File: src/rtl/imem_load_sequencer.sv
// Instruction-memory port owner: holds the CPU, optionally clears memory to NOPs, loads a program
// from a valid/ready word stream, then releases the CPU and forwards fetch addresses. Option macro: IMEM_CLEAR_EN.
module imem_load_sequencer #(
    parameter int          DEPTH    = 101,
    parameter int          AW       = 7,
    parameter logic [31:0] NOP_WORD = 32'hE000_0000
) (
    input  logic          clk,
    input  logic          rst,
    input  logic          start,
    input  logic          load_valid,
    input  logic [31:0]   load_data,
    input  logic          load_last,
    output logic          load_ready,
    input  logic [31:0]   fetch_addr,
    output logic          fetch_oob,
    output logic          mem_we,
    output logic [AW-1:0] mem_addr,
    output logic [31:0]   mem_wdata,
    output logic          cpu_hold,
    output logic          done,
    output logic [AW:0]   word_count,
    output logic          overflow
);

    typedef enum logic [2:0] {
        IDLE   = 3'd0,
        CLEAR  = 3'd1,
        LOAD   = 3'd2,
        FINISH = 3'd3,
        RUN    = 3'd4
    } state_e;

    localparam logic [AW:0] DEPTH_C = (AW+1)'(DEPTH);

`ifdef IMEM_CLEAR_EN
    localparam logic [AW:0] LAST_C  = (AW+1)'(DEPTH - 1);
    localparam state_e      START_ST = CLEAR;
`else
    localparam state_e      START_ST = LOAD;
`endif

    state_e        state_q, state_d;
    // Pointer is one bit wider than the address so it can sit at DEPTH once memory is full.
    logic [AW:0]   ptr_q, ptr_d;
    logic [AW:0]   wc_q, wc_d;
    logic          ovf_q, ovf_d;
    logic          we_q, we_d;
    logic [AW-1:0] waddr_q, waddr_d;
    logic [31:0]   wdata_q, wdata_d;
    logic          in_run;
    logic          hs;

    assign in_run = (state_q == RUN);
    assign hs     = load_valid && load_ready;

    always_comb begin
        state_d = state_q;
        ptr_d   = ptr_q;
        wc_d    = wc_q;
        ovf_d   = ovf_q;
        we_d    = 1'b0;
        waddr_d = waddr_q;
        wdata_d = wdata_q;
        case (state_q)
            IDLE, RUN: begin
                if (start) begin
                    state_d = START_ST;
                    ptr_d   = '0;
                    wc_d    = '0;
                    ovf_d   = 1'b0;
                end
            end
`ifdef IMEM_CLEAR_EN
            CLEAR: begin
                we_d    = 1'b1;
                waddr_d = ptr_q[AW-1:0];
                wdata_d = NOP_WORD;
                if (ptr_q == LAST_C) begin
                    ptr_d   = '0;
                    state_d = LOAD;
                end else begin
                    ptr_d = ptr_q + 1'b1;
                end
            end
`endif
            LOAD: begin
                if (hs) begin
                    // Words beyond DEPTH are still accepted so the source can drain, but never written.
                    if (ptr_q < DEPTH_C) begin
                        we_d    = 1'b1;
                        waddr_d = ptr_q[AW-1:0];
                        wdata_d = load_data;
                        ptr_d   = ptr_q + 1'b1;
                        wc_d    = wc_q + 1'b1;
                    end else begin
                        ovf_d = 1'b1;
                    end
                    if (load_last) begin
                        state_d = FINISH;
                    end
                end
            end
            FINISH: begin
                state_d = RUN;
            end
            default: begin
                state_d = IDLE;
            end
        endcase
    end

    always_ff @(posedge clk) begin
        if (!rst) begin
            state_q <= IDLE;
            ptr_q   <= '0;
            wc_q    <= '0;
            ovf_q   <= 1'b0;
            we_q    <= 1'b0;
            waddr_q <= '0;
            wdata_q <= '0;
        end else begin
            state_q <= state_d;
            ptr_q   <= ptr_d;
            wc_q    <= wc_d;
            ovf_q   <= ovf_d;
            we_q    <= we_d;
            waddr_q <= waddr_d;
            wdata_q <= wdata_d;
        end
    end

    assign load_ready = (state_q == LOAD);
    assign cpu_hold   = !in_run;
    assign done       = in_run;
    assign word_count = wc_q;
    assign overflow   = ovf_q;
    assign mem_we     = we_q && !in_run;
    assign mem_wdata  = wdata_q;
    assign mem_addr   = in_run ? fetch_addr[AW+1:2] : waddr_q;
    assign fetch_oob  = in_run && ({2'b00, fetch_addr[31:2]} >= 32'(DEPTH));

    // Byte-offset bits never address memory; NOP_WORD is only consumed when the clear phase is built.
    logic unused_ok;
    assign unused_ok = ^{fetch_addr[1:0], NOP_WORD};

endmodule

File: config.mk
export PLATFORM = sky130hd
export DESIGN_NAME = imem_load_sequencer
export DESIGN_NICKNAME = d
export VERILOG_FILES = /design/src/rtl/imem_load_sequencer.sv
export SDC_FILE = /design/constraint.sdc
export NUM_CORES = 1
export LEC_CHECK = 0
export BUFFER_PORTS_ARGS = -buffer_cell sky130_fd_sc_hd__clkbuf_2
export CAP_MARGIN = 20
export CORE_AREA = 2 2 79 81
export DETAILED_ROUTE_END_ITERATION = 6
export DIE_AREA = 0 0 81 83
export PLACE_DENSITY = 0.78
export SETUP_SLACK_MARGIN = 0.02
export SLEW_MARGIN = 20
export SYNTH_ARGS = -nofsm -noshare
export SYNTH_HDL_FRONTEND = slang
export SYNTH_SLANG_ARGS = --single-unit
File: constraint.sdc
create_clock -name clk -period 1.99 [get_ports clk]
set_input_delay 0.398 -clock clk [delete_from_list [all_inputs] [get_ports clk]]
set_output_delay 0.398 -clock clk [all_outputs]
set_load 0.005 [all_outputs]
======== After elaboration in Yosys (flattened, before gate mapping) ========
Index checks and enable logic that the tools add are counted.
cells by class
  add/sub/neg operators ................... 2
  order comparisons ....................... 2
  equal/unequal tests ..................... 8
  muxes and demuxes ....................... 17
  reduce and logical (&&, ||, !) cells .... 12
operators by type and width
  cell                                                                 count
  two-way mux 8 bit                                                    5
  case mux 8 bit (2 select lines)                                      2
  greater-or-equal comparator 30 x 7 -> 1 bit (second input constant)  1
  adder 8 x 1 -> 8 bit (second input constant)                         2
  two-way mux 3 bit                                                    3
  case mux 3 bit (3 select lines)                                      1
  AND reduction 3 bit                                                  3
  < comparator 8 x 7 -> 1 bit (second input constant)                  1
  AND reduction 4 bit                                                  2
  two-way mux 7 bit                                                    1
  == test 3 x 2 -> 1 bit (second input constant)                       2
  inequality test 2 bit (second input constant)                        3
  two-way mux 1 bit                                                    4
  inequality test 2 x 1 -> 1 bit (second input constant)               2
  == test 3 bit (second input constant)                                1
  logical AND 1 bit                                                    3
  logical NOT 3 bit                                                    1
  case mux 1 bit (2 select lines)                                      1
  nonzero test 2 bit                                                   1
  OR reduction 2 bit                                                   1
  logical NOT 1 bit                                                    1
storage, ports and cells
  bits in registers ....................... 60
  input port bits ......................... 69
  output and inout bits ................... 53
  logic and storage cells ................. 48

======== Depth between registers and ports, before layout ========
  depth after elaboration ................. 4
  mapped depth ............................ 9
  depth with buffers taken out ............ 7

======== Least setup slack after synthesis ========
OpenSTA, ideal clock, no wires.
  path type ............................... reg-to-reg
  start ................................... register ptr_q[0]
  end ..................................... register ptr_q[0]
  setup time .............................. 0.129 ns
  data arrival time ....................... 1.645 ns
  data required time ...................... 1.861 ns
  setup slack ............................. 0.216 ns
  stages on the path, launching flop included .. 10
  path buffers ............................ 2
  clock period less this slack ............ 1.774 ns
  cells stage by stage .................... dfxtp_1 -> inv_1 -> ha_1 -> and2b_1 -> o2111ai_2 -> and3_1 -> buf_4 -> buf_6 -> o21ai_0 -> a21oi_1
on the way
  word-level cells in the longest chain between the ends .. 4
  elaborated cells between the ends (all ways) .. 7
  those cells by class .................... add/sub (1); order compare (1); eq/ne (1); mux (3); reduce/logical (1)
RTL lines
  what                             RTL line  text
  start: declaration               45        logic [AW:0] ptr_q, ptr_d;
  start signal: assignment         124       ptr_q <= ptr_d;
  adder 8 x 1 -> 8 bit             94        ptr_d = ptr_q + 1'b1;
  two-way mux 8 bit                90        if (ptr_q < DEPTH_C) begin
  two-way mux 8 bit                88        if (hs) begin
  case mux 8 bit (2 select lines)  65        case (state_q)
Several ways; a longest one is shown, not always the timed one. The select of a mux whose other input is x is not followed.
A chain may end at the register's enable or synchronous reset.

======== Worst setup path in the final report ========
  start ................................... register state_q[0]
  end ..................................... output mem_we
on the way
  word-level cells in the longest chain between the ends .. 3
RTL lines
  what                      RTL line  text
  start: declaration        43        state_e state_q, state_d;
  start signal: assignment  123       state_q <= state_d;
  == test 3 bit             54        assign in_run = (state_q == RUN);
  logical NOT 1 bit         138       assign mem_we = we_q && !in_run;
  logical AND 1 bit         138
  end: declaration          17        output logic mem_we,
No other way between the ends.

==> flow_summary.yaml <==
global_routing:
  grt_max_degree: 46
  grt_pass1_wl_mm: 10.9
  antenna_found_initial: 0
  gr-total-overflow: 0
  grt_pass1_vias: 2529
  grt_usage: 0.206
die:
  num_rows: 28
  die_y_um: 83
  pin_count: 122
  die_width_um: 81
  die_area_um2: 6720
  core_um2: 5820
  initial_core_util: 0.456
power:
  p_leak_nw: 1.61
  switching_share: 0.254
  power.internal_mw: 2.14
  peakVddDrop_mv: 0.620
  power_mw: 2.87
  pwr-share-comb: 0.154
  p_sw_mw: 0.729
  power.density_nw_per_um2: 807
  p_clk_frac: 0.398
  p_seq_frac: 0.449
final_layout:
  antenna-diode-count: 0
  layout-drive-gt1-share: 0.334
  fin_nets: 535
  finalInstanceArea_um2: 3560
  num-fill-cells: 543
  area_growth_pct: 34.1
  instances_no_fill: 542
logic_synthesis:
  synth_nets: 410
  ys_warn_count: 0
  syn_inst: 338
  syn_avg_cell_area_um2: 7.84
  synth_area_um2: 2650
  synth_xor_area_frac: 0
  ys_types: 40
  synth_compound_area_frac: 0.190
  synth_fa_ha_area_frac: 0.0142
  synth.area.mux_share: 0
  synth_top_family_by_area: "simple AND/OR/NAND/NOR gates"
  synthSimpleGateAreaFrac: 0.292
  ys_ff_latch: 60
  yosysSeqAreaShare: 0.453
sta:
  period_share: 0.947
  clock.fmax_mhz: 531
  maxSlewHeadroom: 0.747
  slew_viol_final: 0
  min_period_ns: 1.88
  hold_slack_ns: 0.261
  fin_setup_tns_ns: 0
  finalSetupViolCount: 0
  rsz0062_at_grt: "true"
  worstMarginPinSlew_ns: 0.379
  fin_worst_skew_ns: 0.00633
  hold_viol_final: 0
critical_path:
  required_ns: 1.59
  startpoint_type: "flop"
  critPathMaxFanout: 9
  criticalPathCategory: "flop to output pin"
  rrSetupSlack_ns: 0.15
  endpoint_kind: "output pin"
  cp_data_arrival_time_ns: 1.49
placement:
  gp_congestion: 0.794
  dpl_cell_area_um2: 3340
  dp_cells: 527
  io_buffers: 119
  place_hpwl_mm: 4.95
clocking:
  cts_max_path_buffers: 2
  cts_setup_buffers: 0
  cts_buffers: 9
  cts_tree: "done"
  path_clk_slew_ns: 0.06
  ctsRootBufferMaster: "clkbuf_8"
  htreeDepth: 3
  insertion_delay_ns: 0.33
  numClockSinks: 60
route:
  first_pass_iters: 4
  vias: 2769
  first_iter_violations: 91
  wire_per_inst_um: 12.5
  wl_mm: 6.78
  ant_nets: 0
  drc: 0
  vias_per_cell: 5.11
flow_run:
  max_cap_violations: 0
worst_hold_path:
  hold_path.class: "primary input to flop"
run_status:
  status: "complete, no violations"
==> placed cells by master (no fill, tap or decap), types with 5 or more instances in the layout <==
master	instances
nand2_1	108
buf_4	12
o31ai_1	10
dfxtp_1	60
o21ai_0	12
a21boi_1	12
nor2_1	14
clkbuf_2	119
clkbuf_8	9
a21boi_0	5
nor4_1	7
and3_1	7
a21oi_1	28
nand3_1	11
==> sequential cells by signal, indices dropped and copies added, names as in the netlist <==
name        flops
mem_wdata      32
ptr_q           8
word_count      8
waddr_q         7
state_q         3
overflow        1
we_q            1
==> cell type report <==
class,instances,area (µm²),share of cell area
Clock inverter,5,77.6,0.0218
Multi-Input combinational cell,253,1320,0.372
Tap cell,75,93.8,0.0264
Inverter,7,26.3,0.00739
Sequential cell,60,1200,0.338
Clock buffer,10,128,0.0359
Timing Repair Buffer,132,706,0.198
==> logic make-up (layout without fill, tap and decap cells) <==
logic type,Yosys count,count (layout)
DFF,60,60
buffers and inverters,25,154
AOI/OAI and AO/OA,79,79
adders and majority gates,3,3
and+or+nand+nor,171,171
==> path summary, 6_finish.rpt <==
path	to	start	cells after the start
max	mem_we	state_q[0]	5
min	state_q[0]	load_last	2
max reg2reg	word_count[3]	state_q[2]	7
min reg2reg	mem_wdata[0]	mem_wdata[0]	2
==> per-layer routing <==
metal	routed length, µm	vias to the layer above	global-route usage
met3	505	8	0.0641
li1	-	1399	-
met5	0	-	0
met4	95	0	0.0740
met1	2890	1253	0.223
met2	3290	109	0.367
==> cells in the mapped netlist, drive strengths merged <==
cell | instances | area [µm²]
nor2b | 1 | 6.26
nand3b | 1 | 7.51
a31oi | 2 | 12.5
a31o | 1 | 8.76
o2111ai | 2 | 23.8
nand4 | 1 | 6.26
dfxtp | 60 | 1200
or3 | 2 | 12.5
nor2 | 15 | 56.3
clkinv | 2 | 7.51
nand3 | 13 | 70.1
o311ai | 3 | 26.3
a21oi | 28 | 140
nand4b | 1 | 8.76
nor4 | 8 | 65.1
o21a | 1 | 7.51
o22ai | 1 | 6.26
a211oi | 2 | 15.0
clkbuf | 11 | 41.3
o31ai | 10 | 75.1
nand2b | 5 | 38.8
nand2 | 109 | 409
and2 | 5 | 31.3
inv | 5 | 18.8
and3 | 7 | 43.8
buf | 7 | 68.8
nor3 | 2 | 10.0
o21ai | 12 | 60.1
a21boi | 17 | 128
ha | 3 | 37.5
and2b | 1 | 7.51
==> through the flow <==
step / worst slack (ns) / utilization
floorplan: 0.216 / -
global placement: 0.223 / 0.574
detailed placement: 0.157 / 0.574
CTS: 0.0343 / 0.610
global route: 0.00936 / 0.611
finish: 0.106 / 0.611
==> critical path, cell delays in order (launching register included) <==
cell and delay, ns:
dfxtp_1 0.36, nor2_1 0.21, nand2_2 0.13, buf_4 0.18
and2_1 0.17, clkbuf_2 0.11
==> power by group through the flow <==
stage	clock network (mW)	logic (mW)	registers (mW)
floorplan	0	0.246	1.32
global placement	0	0.431	1.31
detailed placement	0	0.439	1.31
CTS	1.17	0.440	1.29
global route	1.23	0.490	1.29
finish	1.14	0.440	1.29
==> repair_timing <==
action	CTS	global route
setup endpoints to repair	0	14
gates resized for setup	0	4
hold buffers	0	0
Power figures use the tool's default switching activity.
